`src/rtl/stn_frc_sequencer_if.sv`:
```
// Pixel, dither-engine and panel-side signals of the STN FRC sequencer.
interface stn_frc_sequencer_if #(
  parameter int BUS_W = 8
);
  logic             en;
  logic             pix_valid;
  logic [4:0]       pix_data;
  logic             pix_ready;
  logic [4:0]       dith_raw;
  logic             dith_inv;
  logic             dith_bit;
  logic             dith_adv;
  logic [BUS_W-1:0] lcd_d;
  logic             lcd_cp;
  logic             lcd_lp;
  logic             lcd_flm;
  logic             lcd_m;
  logic             busy;

  modport master (
    input  en, pix_valid, pix_data, dith_bit,
    output pix_ready, dith_raw, dith_inv, dith_adv,
           lcd_d, lcd_cp, lcd_lp, lcd_flm, lcd_m, busy
  );

  modport slave (
    output en, pix_valid, pix_data, dith_bit,
    input  pix_ready, dith_raw, dith_inv, dith_adv,
           lcd_d, lcd_cp, lcd_lp, lcd_flm, lcd_m, busy
  );
endinterface

```
`src/rtl/stn_frc_sequencer.sv`:
```
// STN FRC sequencer: feeds gray pixels to the dither engine, packs the
// returned bits into panel words and generates CP/LP/FLM/M timing.
//
//   state    | meaning
//   ---------+-------------------------------------------------------
//   S_IDLE   | stopped; waits for en at a frame boundary
//   S_ACTIVE | accepting pixels of line y, packing dither bits
//   S_LATCH  | one cycle after the last pixel; final CP of the line
//   S_BLANK  | HBLANK cycles starting with the LP cycle
module stn_frc_sequencer #(
  parameter int H_PIXELS = 640,
  parameter int V_LINES  = 480,
  parameter int BUS_W    = 8,
  parameter int HBLANK   = 8,
  parameter int M_LINES  = 13
) (
  input  logic                clk,
  input  logic                rst_n,
  stn_frc_sequencer_if.master bus
);

  localparam int XW   = (H_PIXELS > 1) ? $clog2(H_PIXELS) : 1;
  localparam int YW   = (V_LINES > 1) ? $clog2(V_LINES) : 1;
  localparam int BCW  = (BUS_W > 1) ? $clog2(BUS_W) : 1;
  localparam int HBW  = (HBLANK > 1) ? $clog2(HBLANK) : 1;
  localparam int MW   = (M_LINES > 0) ? $clog2(M_LINES + 1) : 1;
  localparam int M_TC = (M_LINES > 0) ? M_LINES - 1 : 0;

  typedef enum logic [1:0] {S_IDLE, S_ACTIVE, S_LATCH, S_BLANK} state_t;

  state_t           state_q, state_d;
  logic [XW-1:0]    x_q, x_d;
  logic [YW-1:0]    y_q, y_d;
  logic [BCW-1:0]   bit_q, bit_d;
  logic [HBW-1:0]   hb_q, hb_d;
  logic [MW-1:0]    mc_q, mc_d;
  logic [BUS_W-1:0] sr_q, sr_d;
  logic [BUS_W-1:0] lcd_d_q, lcd_d_d;
  logic             cp_q, cp_d;
  logic             lp_q, lp_d;
  logic             flm_q, flm_d;
  logic             adv_q, adv_d;
  logic             m_q, m_d;
  logic             last_line;

  assign last_line = (y_q == YW'(V_LINES - 1));

  // State register and all counters / strobes; async clear drops any pulse at once.
  always_ff @(posedge clk or negedge rst_n) begin
    if (!rst_n) begin
      state_q <= S_IDLE;
      x_q     <= '0;
      y_q     <= '0;
      bit_q   <= '0;
      hb_q    <= '0;
      mc_q    <= '0;
      sr_q    <= '0;
      lcd_d_q <= '0;
      cp_q    <= 1'b0;
      lp_q    <= 1'b0;
      flm_q   <= 1'b0;
      adv_q   <= 1'b0;
      m_q     <= 1'b0;
    end else begin
      state_q <= state_d;
      x_q     <= x_d;
      y_q     <= y_d;
      bit_q   <= bit_d;
      hb_q    <= hb_d;
      mc_q    <= mc_d;
      sr_q    <= sr_d;
      lcd_d_q <= lcd_d_d;
      cp_q    <= cp_d;
      lp_q    <= lp_d;
      flm_q   <= flm_d;
      adv_q   <= adv_d;
      m_q     <= m_d;
    end
  end

  // Next-state, pixel packing and panel strobe generation.
  always_comb begin
    state_d = state_q;
    x_d     = x_q;
    y_d     = y_q;
    bit_d   = bit_q;
    hb_d    = hb_q;
    mc_d    = mc_q;
    sr_d    = sr_q;
    lcd_d_d = lcd_d_q;
    m_d     = m_q;
    cp_d    = 1'b0;
    lp_d    = 1'b0;
    flm_d   = 1'b0;
    adv_d   = 1'b0;

    case (state_q)
      S_IDLE: begin
        if (bus.en) begin
          state_d = S_ACTIVE;
          x_d     = '0;
          y_d     = '0;
          bit_d   = BCW'(BUS_W - 1);
        end
      end
      S_ACTIVE: begin
        if (bus.pix_valid) begin
          sr_d = BUS_W'({sr_q, bus.dith_bit});
          x_d  = x_q + 1'b1;
          // bit_q is a down-counter of pixels left in the current word
          if (bit_q == '0) begin
            bit_d   = BCW'(BUS_W - 1);
            lcd_d_d = sr_d;
            cp_d    = 1'b1;
          end else begin
            bit_d = bit_q - 1'b1;
          end
          if (x_q == XW'(H_PIXELS - 1)) begin
            state_d = S_LATCH;
            x_d     = '0;
          end
        end
      end
      S_LATCH: begin
        state_d = S_BLANK;
        lp_d    = 1'b1;
        flm_d   = (y_q == '0);
        hb_d    = HBW'(HBLANK - 1);
      end
      S_BLANK: begin
        if (hb_q == '0) begin
          x_d   = '0;
          bit_d = BCW'(BUS_W - 1);
          if (last_line) begin
            y_d     = '0;
            state_d = bus.en ? S_ACTIVE : S_IDLE;
          end else begin
            y_d     = y_q + 1'b1;
            state_d = S_ACTIVE;
          end
        end else begin
          hb_d = hb_q - 1'b1;
        end
      end
      default: state_d = S_IDLE;
    endcase

    // frame advance lands on the final blank cycle of the last line
    adv_d = (state_d == S_BLANK) && (hb_d == '0) && last_line;

    // M flips in the same cycle as the LP (or advance) that triggers it
    if (M_LINES > 0) begin
      if (lp_d) begin
        if (mc_q == MW'(M_TC)) begin
          mc_d = '0;
          m_d  = ~m_q;
        end else begin
          mc_d = mc_q + 1'b1;
        end
      end
    end else if (adv_d) begin
      m_d = ~m_q;
    end
  end

  assign bus.pix_ready = (state_q == S_ACTIVE);
  assign bus.dith_raw  = (state_q == S_ACTIVE) ? bus.pix_data : 5'd0;
  assign bus.dith_inv  = (state_q == S_ACTIVE) & (x_q[0] ^ y_q[0]);
  assign bus.dith_adv  = adv_q;
  assign bus.lcd_d     = lcd_d_q;
  assign bus.lcd_cp    = cp_q;
  assign bus.lcd_lp    = lp_q;
  assign bus.lcd_flm   = flm_q;
  assign bus.lcd_m     = m_q;
  assign bus.busy      = (state_q != S_IDLE);

endmodule

```
`src/flat_wrapper.sv`:
```
// flat-port wrapper written by rule: the top's interface ports become plain ports
module stn_frc_sequencer_flat 
#(
  parameter int H_PIXELS = 640,
  parameter int V_LINES  = 480,
  parameter int BUS_W    = 8,
  parameter int HBLANK   = 8,
  parameter int M_LINES  = 13
)
  (clk, rst_n, bus_en, bus_pix_valid, bus_pix_data, bus_dith_bit, bus_pix_ready, bus_dith_raw, bus_dith_inv, bus_dith_adv, bus_lcd_d, bus_lcd_cp, bus_lcd_lp, bus_lcd_flm, bus_lcd_m, bus_busy);
  stn_frc_sequencer_if #(.BUS_W(BUS_W)) bus_i ();
  input  logic clk;
  input  logic rst_n;
  input wire logic [$bits(bus_i.en)-1:0] bus_en;
  input wire logic [$bits(bus_i.pix_valid)-1:0] bus_pix_valid;
  input wire logic [$bits(bus_i.pix_data)-1:0] bus_pix_data;
  input wire logic [$bits(bus_i.dith_bit)-1:0] bus_dith_bit;
  output wire logic [$bits(bus_i.pix_ready)-1:0] bus_pix_ready;
  output wire logic [$bits(bus_i.dith_raw)-1:0] bus_dith_raw;
  output wire logic [$bits(bus_i.dith_inv)-1:0] bus_dith_inv;
  output wire logic [$bits(bus_i.dith_adv)-1:0] bus_dith_adv;
  output wire logic [$bits(bus_i.lcd_d)-1:0] bus_lcd_d;
  output wire logic [$bits(bus_i.lcd_cp)-1:0] bus_lcd_cp;
  output wire logic [$bits(bus_i.lcd_lp)-1:0] bus_lcd_lp;
  output wire logic [$bits(bus_i.lcd_flm)-1:0] bus_lcd_flm;
  output wire logic [$bits(bus_i.lcd_m)-1:0] bus_lcd_m;
  output wire logic [$bits(bus_i.busy)-1:0] bus_busy;
  assign bus_i.en = bus_en;
  assign bus_i.pix_valid = bus_pix_valid;
  assign bus_i.pix_data = bus_pix_data;
  assign bus_i.dith_bit = bus_dith_bit;
  assign bus_pix_ready = bus_i.pix_ready;
  assign bus_dith_raw = bus_i.dith_raw;
  assign bus_dith_inv = bus_i.dith_inv;
  assign bus_dith_adv = bus_i.dith_adv;
  assign bus_lcd_d = bus_i.lcd_d;
  assign bus_lcd_cp = bus_i.lcd_cp;
  assign bus_lcd_lp = bus_i.lcd_lp;
  assign bus_lcd_flm = bus_i.lcd_flm;
  assign bus_lcd_m = bus_i.lcd_m;
  assign bus_busy = bus_i.busy;
  stn_frc_sequencer #(.H_PIXELS(H_PIXELS), .V_LINES(V_LINES), .BUS_W(BUS_W), .HBLANK(HBLANK), .M_LINES(M_LINES)) u_core (.clk(clk), .rst_n(rst_n), .bus(bus_i));
endmodule
```
`config.mk`:
```
export PLATFORM = sky130hd
export DESIGN_NAME = stn_frc_sequencer_flat
export DESIGN_NICKNAME = d
export VERILOG_FILES = /design/src/rtl/stn_frc_sequencer_if.sv /design/src/rtl/stn_frc_sequencer.sv /design/src/flat_wrapper.sv
export SDC_FILE = /design/constraint.sdc
export NUM_CORES = 1
export LEC_CHECK = 0
export CAP_MARGIN = 20
export CORE_ASPECT_RATIO = 1.4
export CORE_UTILIZATION = 30
export CTS_CLUSTER_SIZE = 10
export DETAILED_ROUTE_END_ITERATION = 6
export GPL_TIMING_DRIVEN = 0
export SLEW_MARGIN = 0
export SYNTH_ARGS = -nofsm -noshare
export SYNTH_HDL_FRONTEND = slang
export SYNTH_SLANG_ARGS = --single-unit
```
`constraint.sdc`:
```
create_clock -name clk -period 3.67 [get_ports clk]
set_clock_uncertainty 0.1 [all_clocks]
set_input_delay 0.5505 -clock clk [delete_from_list [all_inputs] [get_ports clk]]
set_output_delay 0.5505 -clock clk [all_outputs]
set_load 0.02 [all_outputs]
```
==> flow_results.org, run 1 <==
** Route
- After detailed routing, the number of remaining DRC violations is 0.
- First DRT Iteration DRCs :: 54
- In the routed layout, each cell is associated on average with a via count of 5.04.
- Across all layers, the routed design uses 1944 vias.
- The count of nets left with antenna violations once routing finished came out at 0.
- The first detailed-routing pass took 4 iterations.
- Wires add up to 5120 um.
- Dividing the detail-routed wire length by the instance count gives 13.3 um.

** Setup path
- At the worst endpoint, the required time is 3.02 ns.
- In this run the worst path has a maximum fanout of 10.
- The worst setup path is launched from a register.
- Setup crit end kind :: output pin
- For the worst setup path, the data arrival time is 2.32 ns.
- In this run the critical register-to-register path is captured at u_core.bit_q[1].
- Register-to-register setup slack :: 1.38 ns
- The worst setup path is of the reg2out kind.
- Measured in cells, the most critical reg-to-reg path has a length of 7.
- Launch instance of the worst register-to-register path :: u_core.hb_q[0]

** CTS
- Clock-pin slew was measured on the worst setup and hold paths at 0.07 ns.
- Number of gates given a new drive strength after cts :: 0
- The clock passes through at most 2 buffers.
- Hold repair after CTS inserted 0 buffers.
- Clk_lat worst skew :: 0.29 ns
- Total CTS buffers :: 5
- In this run the clock root is driven by a clkbuf_16.
- The tree built by TritonCTS fans out to 51 sinks.
- TritonCTS clock tree :: done
- Number of setup buffers added after CTS :: 0
- Number of H-tree branching levels :: 2

** Pwr
- Switching power of the nets :: 0.467 mW
- PnR Total Power :: 1.59 mW
- The worst-case IR drop observed on VDD is 0.420 mV.
- The clock network is responsible for 29.3% of the overall power.
- Total power per unit cell area :: 504 nW/um^2
- Combinational logic burns 24.0% of the power.
- Net switching fraction of the power :: 29.3%
- The internal portion of the total power is 1.12 mW.
- Summed over all cells, the static leakage comes to 1.39 nW.
- The share of total power dissipated in sequential elements is 46.8%.

** Floorplanning
- The core region is 8250 sq um.
- In this run the count of I/O pins placed on the die edge is 31.
- Measured along the x axis, the die boundary spans 80.1 um.
- The floorplan step defined a die boundary enclosing 8920 sq um.
- Effective utilization at floorplan :: 31.1%
- Vertical die dimension :: 111 um
- # rows :: 39

** Cells and area
- Number of nets in the layout :: 302
- Share of layout cells above drive strength 1 :: 9.15%
- Final design utilization :: 38.2%
- Summing all multi-input logic gate instances after layout gives 1180 sq um.
- Area taken by flip-flops and latches :: 1280 sq um
- The number of antenna diodes in the final layout is 0.
- Counting the fill cells in the layout gives 817.
- Syn-to-layout area delta :: 23.0%

** Timing
- Hold WS :: 0.155 ns
- # setup viols final :: 0
- The number of max-slew violations in the final report was 0.
- Period Utilization, post-route :: 80.8%
- Based on the critical path, the design can be clocked at up to 337 MHz.
- Relative slew slack :: 56.7%
- RSZ-0062 raised after global routing :: false
- The worst path meets setup with 0.704 ns of slack.
- Setup total negative slack on the finished layout was measured at 0 ns.
- The count of final hold-check violations was 0.
- Counting I/O delays and the setup requirement, the final critical path takes 2.97 ns.
- For the pin with the worst max-slew slack, the measured transition is 0.648 ns.

** Placed design
- Input and output buffers added on the ports amount to 30.
- RD Place Congestion :: 0.824
- OpenSTA, run right after detailed placement, puts the worst setup slack at 0.990 ns.
- Placed wire-length estimate after detailed placement :: 3720 um

** Global routing
- Vias in the first global route :: 1915
- Initial antenna violation count :: 0
- Entering global routing, the biggest net connects 28 pins.
- The first global-routing pass estimated 8930 um of wire.
- All-layer global routing usage :: 12.6%
- Aggregate global routing overflow :: 0

** Yosys
- The synthesized design contains 0 enable-type register cells.
- Summed over all instances, the cell type with the most area after synthesis is dfrtp_1.
- The Yosys step of the flow raised 0 warnings.
- Gate count of the mapped netlist :: 245
- Count of cell types in the netlist :: 49
- In the synthesized netlist the dominant register cell turns out to be dfrtp_1.
- Number of synthesized register bits :: 51
- Average cell area after synthesis :: 10.5 sq um
- Of all flip-flops after synthesis, the portion carrying an async set or reset was 100%.
- Number of nets produced by synthesis :: 264
- The mapped netlist covers 2560 sq um.
- Yosys attributes the largest share of cell area to dfrtp_1, mux2_1, ha_1.
- Summed over its instances, the top area cell type makes up 49.8% of the synthesized netlist area.
- Share of synthesized area occupied by flip-flops and latches :: 49.8%

** Status
- The run finished with clean final reports.

** Job
- The tool flagged a number of max-cap violations equal to 0.

** Hold path
- The min-delay analysis places its worst path in the category in2async.
[critical path, cell delays in order (launching register included)]
cell             delay (ns)
dfrtp_1                0.37
buf_6                  0.14
nand2b_2               0.26
inv_2                  0.12
clkbuf_1               0.35
and2_1                 0.19
clkdlybuf4s50_1        0.60
[flip-flops by register name, indices dropped and copies added, names as in the netlist, 2 cells and up]
name              flops
u_core.x_q           10
u_core.y_q            9
u_core.state_q        2
u_core.mc_q           4
u_core.bus.lcd_d      8
u_core.sr_q           7
u_core.bit_q          3
u_core.hb_q           3
[stage by stage]
stage / instances / cell area (sq um)
after CTS: 386 / 3150
after detailed placement: 378 / 3010
after global routing: 386 / 3150
final: 386 / 3150
after global placement: 377 / 2990
after floorplan: 245 / 2560
[layout by cell type, fill, tap and decap left out, types with 2 or more instances in the layout]
master	instances
o21a_1	2
nand2b_1	3
clkbuf_16	5
nand4_1	9
nand2_1	19
and4b_1	2
xnor2_1	2
nor3_1	5
ha_1	9
nor2b_1	2
mux2_1	15
nand4b_1	2
and3_1	8
buf_2	6
inv_1	10
clkdlybuf4s50_1	29
o2111ai_1	2
and2_1	7
dfrtp_1	51
nor2_1	9
inv_6	2
a211o_1	2
o21ai_0	11
o21ai_1	8
inv_2	3
and4_1	2
or3_1	3
xor2_1	3
nor4_1	2
o22a_1	2
nand3_1	10
a21oi_1	7
o211ai_1	2
clkbuf_1	3
a31oi_1	3
o31ai_1	6
[per-layer routing]
layer | global-route usage [%] | wire, um | vias up
met4 | 3.57 | 61 | 0
met5 | 0 | 0 | -
met1 | 15.6 | 2290 | 950
met3 | 2.21 | 125 | 7
met2 | 22.2 | 2650 | 23
li1 | - | - | 964
[area by class of cell]
cell class / instances / share of cell area, %
multi-input combinational: 171 / 37.5
inverter: 13 / 1.55
clock buffer: 5 / 3.97
tap: 102 / 4.05
timing repair buffer: 31 / 10.0
buffer: 10 / 1.75
clock inverter: 3 / 0.714
sequential: 51 / 40.5
[cell usage after synthesis (all sizes together), types with 3 or more instances]
master	number
or3	3
nor3	5
mux2	16
and2	7
a21oi	7
and3	8
o21ai	19
clkbuf	3
inv	13
buf	7
xor2	3
a31oi	3
nand4	9
nand2	19
nand2b	4
ha	9
nand3	10
dfrtp	51
nor2	10
o31ai	6
[how the worst max path moves through the flow]
stage,end,from,depth (start not counted)
global placement,u_core.bus.lcd_d[0],rst_n,1
CTS,bus_dith_raw[3],u_core.state_q[1],6
finish,bus_dith_raw[3],u_core.state_q[1],6
global route,bus_dith_raw[3],u_core.state_q[1],6
floorplan,bus_dith_raw[0],u_core.state_q[1],5
detailed placement,bus_dith_raw[3],u_core.state_q[1],6
[power groups by stage]
| stage | combinational (mW) | sequential, mW | clock (mW) |
|---|---|---|---|
| final | 0.382 | 0.744 | 0.465 |
| after global routing | 0.419 | 0.756 | 0.500 |
| after CTS | 0.388 | 0.744 | 0.482 |
| after detailed placement | 0.387 | 0.751 | 0 |
| after global placement | 0.378 | 0.750 | 0 |
| after floorplan | 0.176 | 0.794 | 0 |
[logic make-up after synthesis]
kind of cell	count (synthesis)	synth area share, %
xor gates and xnor gates	5	1.71
DFF	51	49.8
buffers and inverters	23	4.05
and+or+nand+nor	89	19.6
muxes	16	7.17
AOI/OAI and AO/OA	52	13.3
adders and majority gates	9	4.39
Note: power is estimated with default switching activity, not from simulation.
==> inputs of run 2 (changes only) <==
- clock period: 3.67 -> 2.6 ns (I/O delays scaled with it)
==> flow_results.org, run 2 (synthesis gave the netlist of run 1 again) <==
** Cells and area
- Number of nets in the layout :: 301 (-0.33%)
- The flip-flop count of the largest register after layout was 10 (unchanged).
- In the layout the commonest cells are dfrtp_1, clkdlybuf4s50_1, nand2_1.
- More flip-flops sit in one register than any other, and that register is u_core.x_q.
- Syn-to-layout area delta :: 23.0% (about the same)
- The final design area excluding fillers was 3150 sq um (about the same).
- The fraction of layout instances using a drive strength above 1 came to 9.19% (+0.032 points).
- Fill cells :: 813 (-0.49%)
- Number of diodes :: 0 (unchanged)
- Leaving out fill and tap cells, the most frequent cell in the layout is dfrtp_1.

** Pwr
- Worst supply voltage drop on vdd :: 0.593 mV (+41%)
- Total leakage power :: 1.39 nW (about the same)
- The power per cell area is 713 nW/um^2 (+41%).

** CTS
- Buffer levels on the longest clock path :: 2 (unchanged)
- The number of hold-repair buffers added at the cts stage is 0 (unchanged).
- Root buffer cell :: clkbuf_16
- TritonCTS clock tree :: done
- Post-CTS clock slew at the launch and capture registers of the worst setup and hold paths :: 0.07 ns (about the same)
- The source-to-sink clock delay at the later pin of the worst-skew pair came to 0.29 ns (about the same).
- Sink Count :: 51 (unchanged)
- The maximum level of the CTS H-tree came to 2 (unchanged).
- The total clock buffers created by CTS was 5 (unchanged).

** Timing
- Accumulated negative setup slack :: 0 ns (unchanged)
- Number of slew-limit violations in the final report :: 0 (unchanged)
- Relative slew slack :: 57.1% (+0.43 points)
- Fmax :: 406 MHz
- # setup viols final :: 0 (unchanged)
- Number of hold-slack violations in the final timing report :: 7 (+7)
- Period Utilization, post-route :: 94.8%
- Minimum clock period :: 2.46 ns
- Worst Tran Pin Value :: 0.642 ns (-0.00647 ns)
- The worst path setup slack after routing came to 0.135 ns (-0.569 ns).
- Setup repair after global routing left no endpoint under its margin.
- The post-route worst hold slack came to -0.00647 ns (-0.161 ns).

** Placed design
- Placed wire-length estimate after detailed placement :: 3720 um (unchanged)
- RD Place Congestion :: 0.824 (unchanged)
- Total cell area at the placement stage :: 3010 sq um (unchanged)
- The number of port buffers came to 30 (unchanged).
- The pre-CTS worst setup slack is 0.0805 ns (-0.909 ns).

** Global routing
- The global routing usage summed across all routing layers came to 12.6% (unchanged).
- The wire length of the first global-routing pass came to 8920 um (about the same).
- Vias in the first global route :: 1909 (-0.31%)
- Initial antenna violation count :: 0 (unchanged)
- The total congestion overflow came to 0 (unchanged).
- Largest net degree at the start of global routing :: 28 (unchanged)

** Setup path
- Setup crit end kind :: output pin
- Maximum fanout encountered on the critical timing path :: 14 (+4)
- The data arrival time of the critical path was 1.97 ns (-0.35 ns).
- Register-to-register setup slack :: 0.32 ns (-1.06 ns)
- In this run the critical register-to-register path is captured at u_core.bit_q[1].
- The cell count of the worst reg-to-reg path is 7 (unchanged).
- The required time at the endpoint of the critical path came to 2.11 ns (-0.91 ns).
- Type of the worst setup path :: reg2out
- The startpoint identified for the worst register-to-register timing path is u_core.hb_q[0].
- Type of element launching the critical path :: register

** Route
- The detailed router's first-iteration violation count is 65 (+20%).
- Number of nets with antenna violations after routing :: 0 (unchanged)
- DRC violations left :: 0 (unchanged)
- The number of vias per cell came to 5.03 (-0.20%).
- The per-cell routed wire length is 13.4 um (+0.79%).
- Vias after detailed routing :: 1935 (-0.46%)
- The number of detailed-route iterations in the first pass is 4 (unchanged).
- The sum of routed wire length over all layers is 5150 um (+0.53%).

** Status
- The checks that failed: hold timing.
- Result of the run :: complete, but fails checks

** Floorplanning
- The effective utilization at floorplan is 31.1% (unchanged).
- Total die area :: 8920 sq um (unchanged)
- The overall die width came to 80.1 um (unchanged).
- # IOs :: 31 (unchanged)
- The die outline height came to 111 um (unchanged).
- # rows :: 39 (unchanged)
- The area of the core came to 8250 sq um (unchanged).

** Hold path
- The tightest min-delay check is of the in2async type.

** Job
- The reported max-cap violation count was 0 (unchanged).
run 2: power breakdown:
group          switching, mW  internal, mW
Sequential             0.105         0.946
Combinational          0.259         0.280
Clock                  0.296         0.362
run 2: layout make-up:
type,count,area (sq um),share of cell area (%)
multi-input combinational,171,1180,37.5
buffer,9,51.3,1.63
sequential,51,1280,40.5
inverter,13,51.3,1.63
clock buffer,5,125,3.97
clock inverter,3,22.5,0.714
tap,102,128,4.05
timing repair buffer,31,315,10.0
run 2: worst max-delay path by stage:
stage	end	cells after the start	start
2_1_floorplan	u_core.bit_q[1]	7	u_core.hb_q[0]
3_3_place_gp	u_core.bus.lcd_d[0]	1	rst_n
3_5_place_dp	bus_dith_raw[3]	6	u_core.state_q[1]
4_1_cts	bus_dith_raw[3]	5	u_core.state_q[1]
5_1_grt	bus_dith_raw[3]	5	u_core.state_q[1]
6_report	bus_dith_raw[3]	5	u_core.state_q[1]
run 2: stage by stage:
| stage | utilization, % | instances | power [mW] |
|---|---|---|---|
| after floorplan | - | 245 | 1.37 |
| after global placement | 36.3 | 377 | 1.59 |
| after detailed placement | 36.5 | 378 | 1.61 |
| after CTS | 38.2 | 385 | 2.28 |
| after global routing | 38.2 | 385 | 2.36 |
| final | 38.2 | 385 | 2.25 |
run 2: what timing repair did:
action                                  4_1_cts  5_1_grt
setup buffers                                 0        0
resized for setup                             0        1
pin swaps                                     0        0
endpoints found under the setup margin        6        5
run 2: layer usage:
layer | GRT usage, % | part of all wire (%) | up-vias
met2 | 22.2 | 52 | 24
met5 | 0 | 0 | -
li1 | - | - | 960
met3 | 2.21 | 2.9 | 5
met4 | 3.57 | 1.1 | 0
met1 | 15.5 | 44 | 946
run 2: worst max-delay path, stage by stage (launching register included):
cell,delay [ns]
dfrtp_1,0.37
buf_6,0.14
nand2b_2,0.27
inv_4,0.17
and2_1,0.15
clkdlybuf4s50_1,0.59
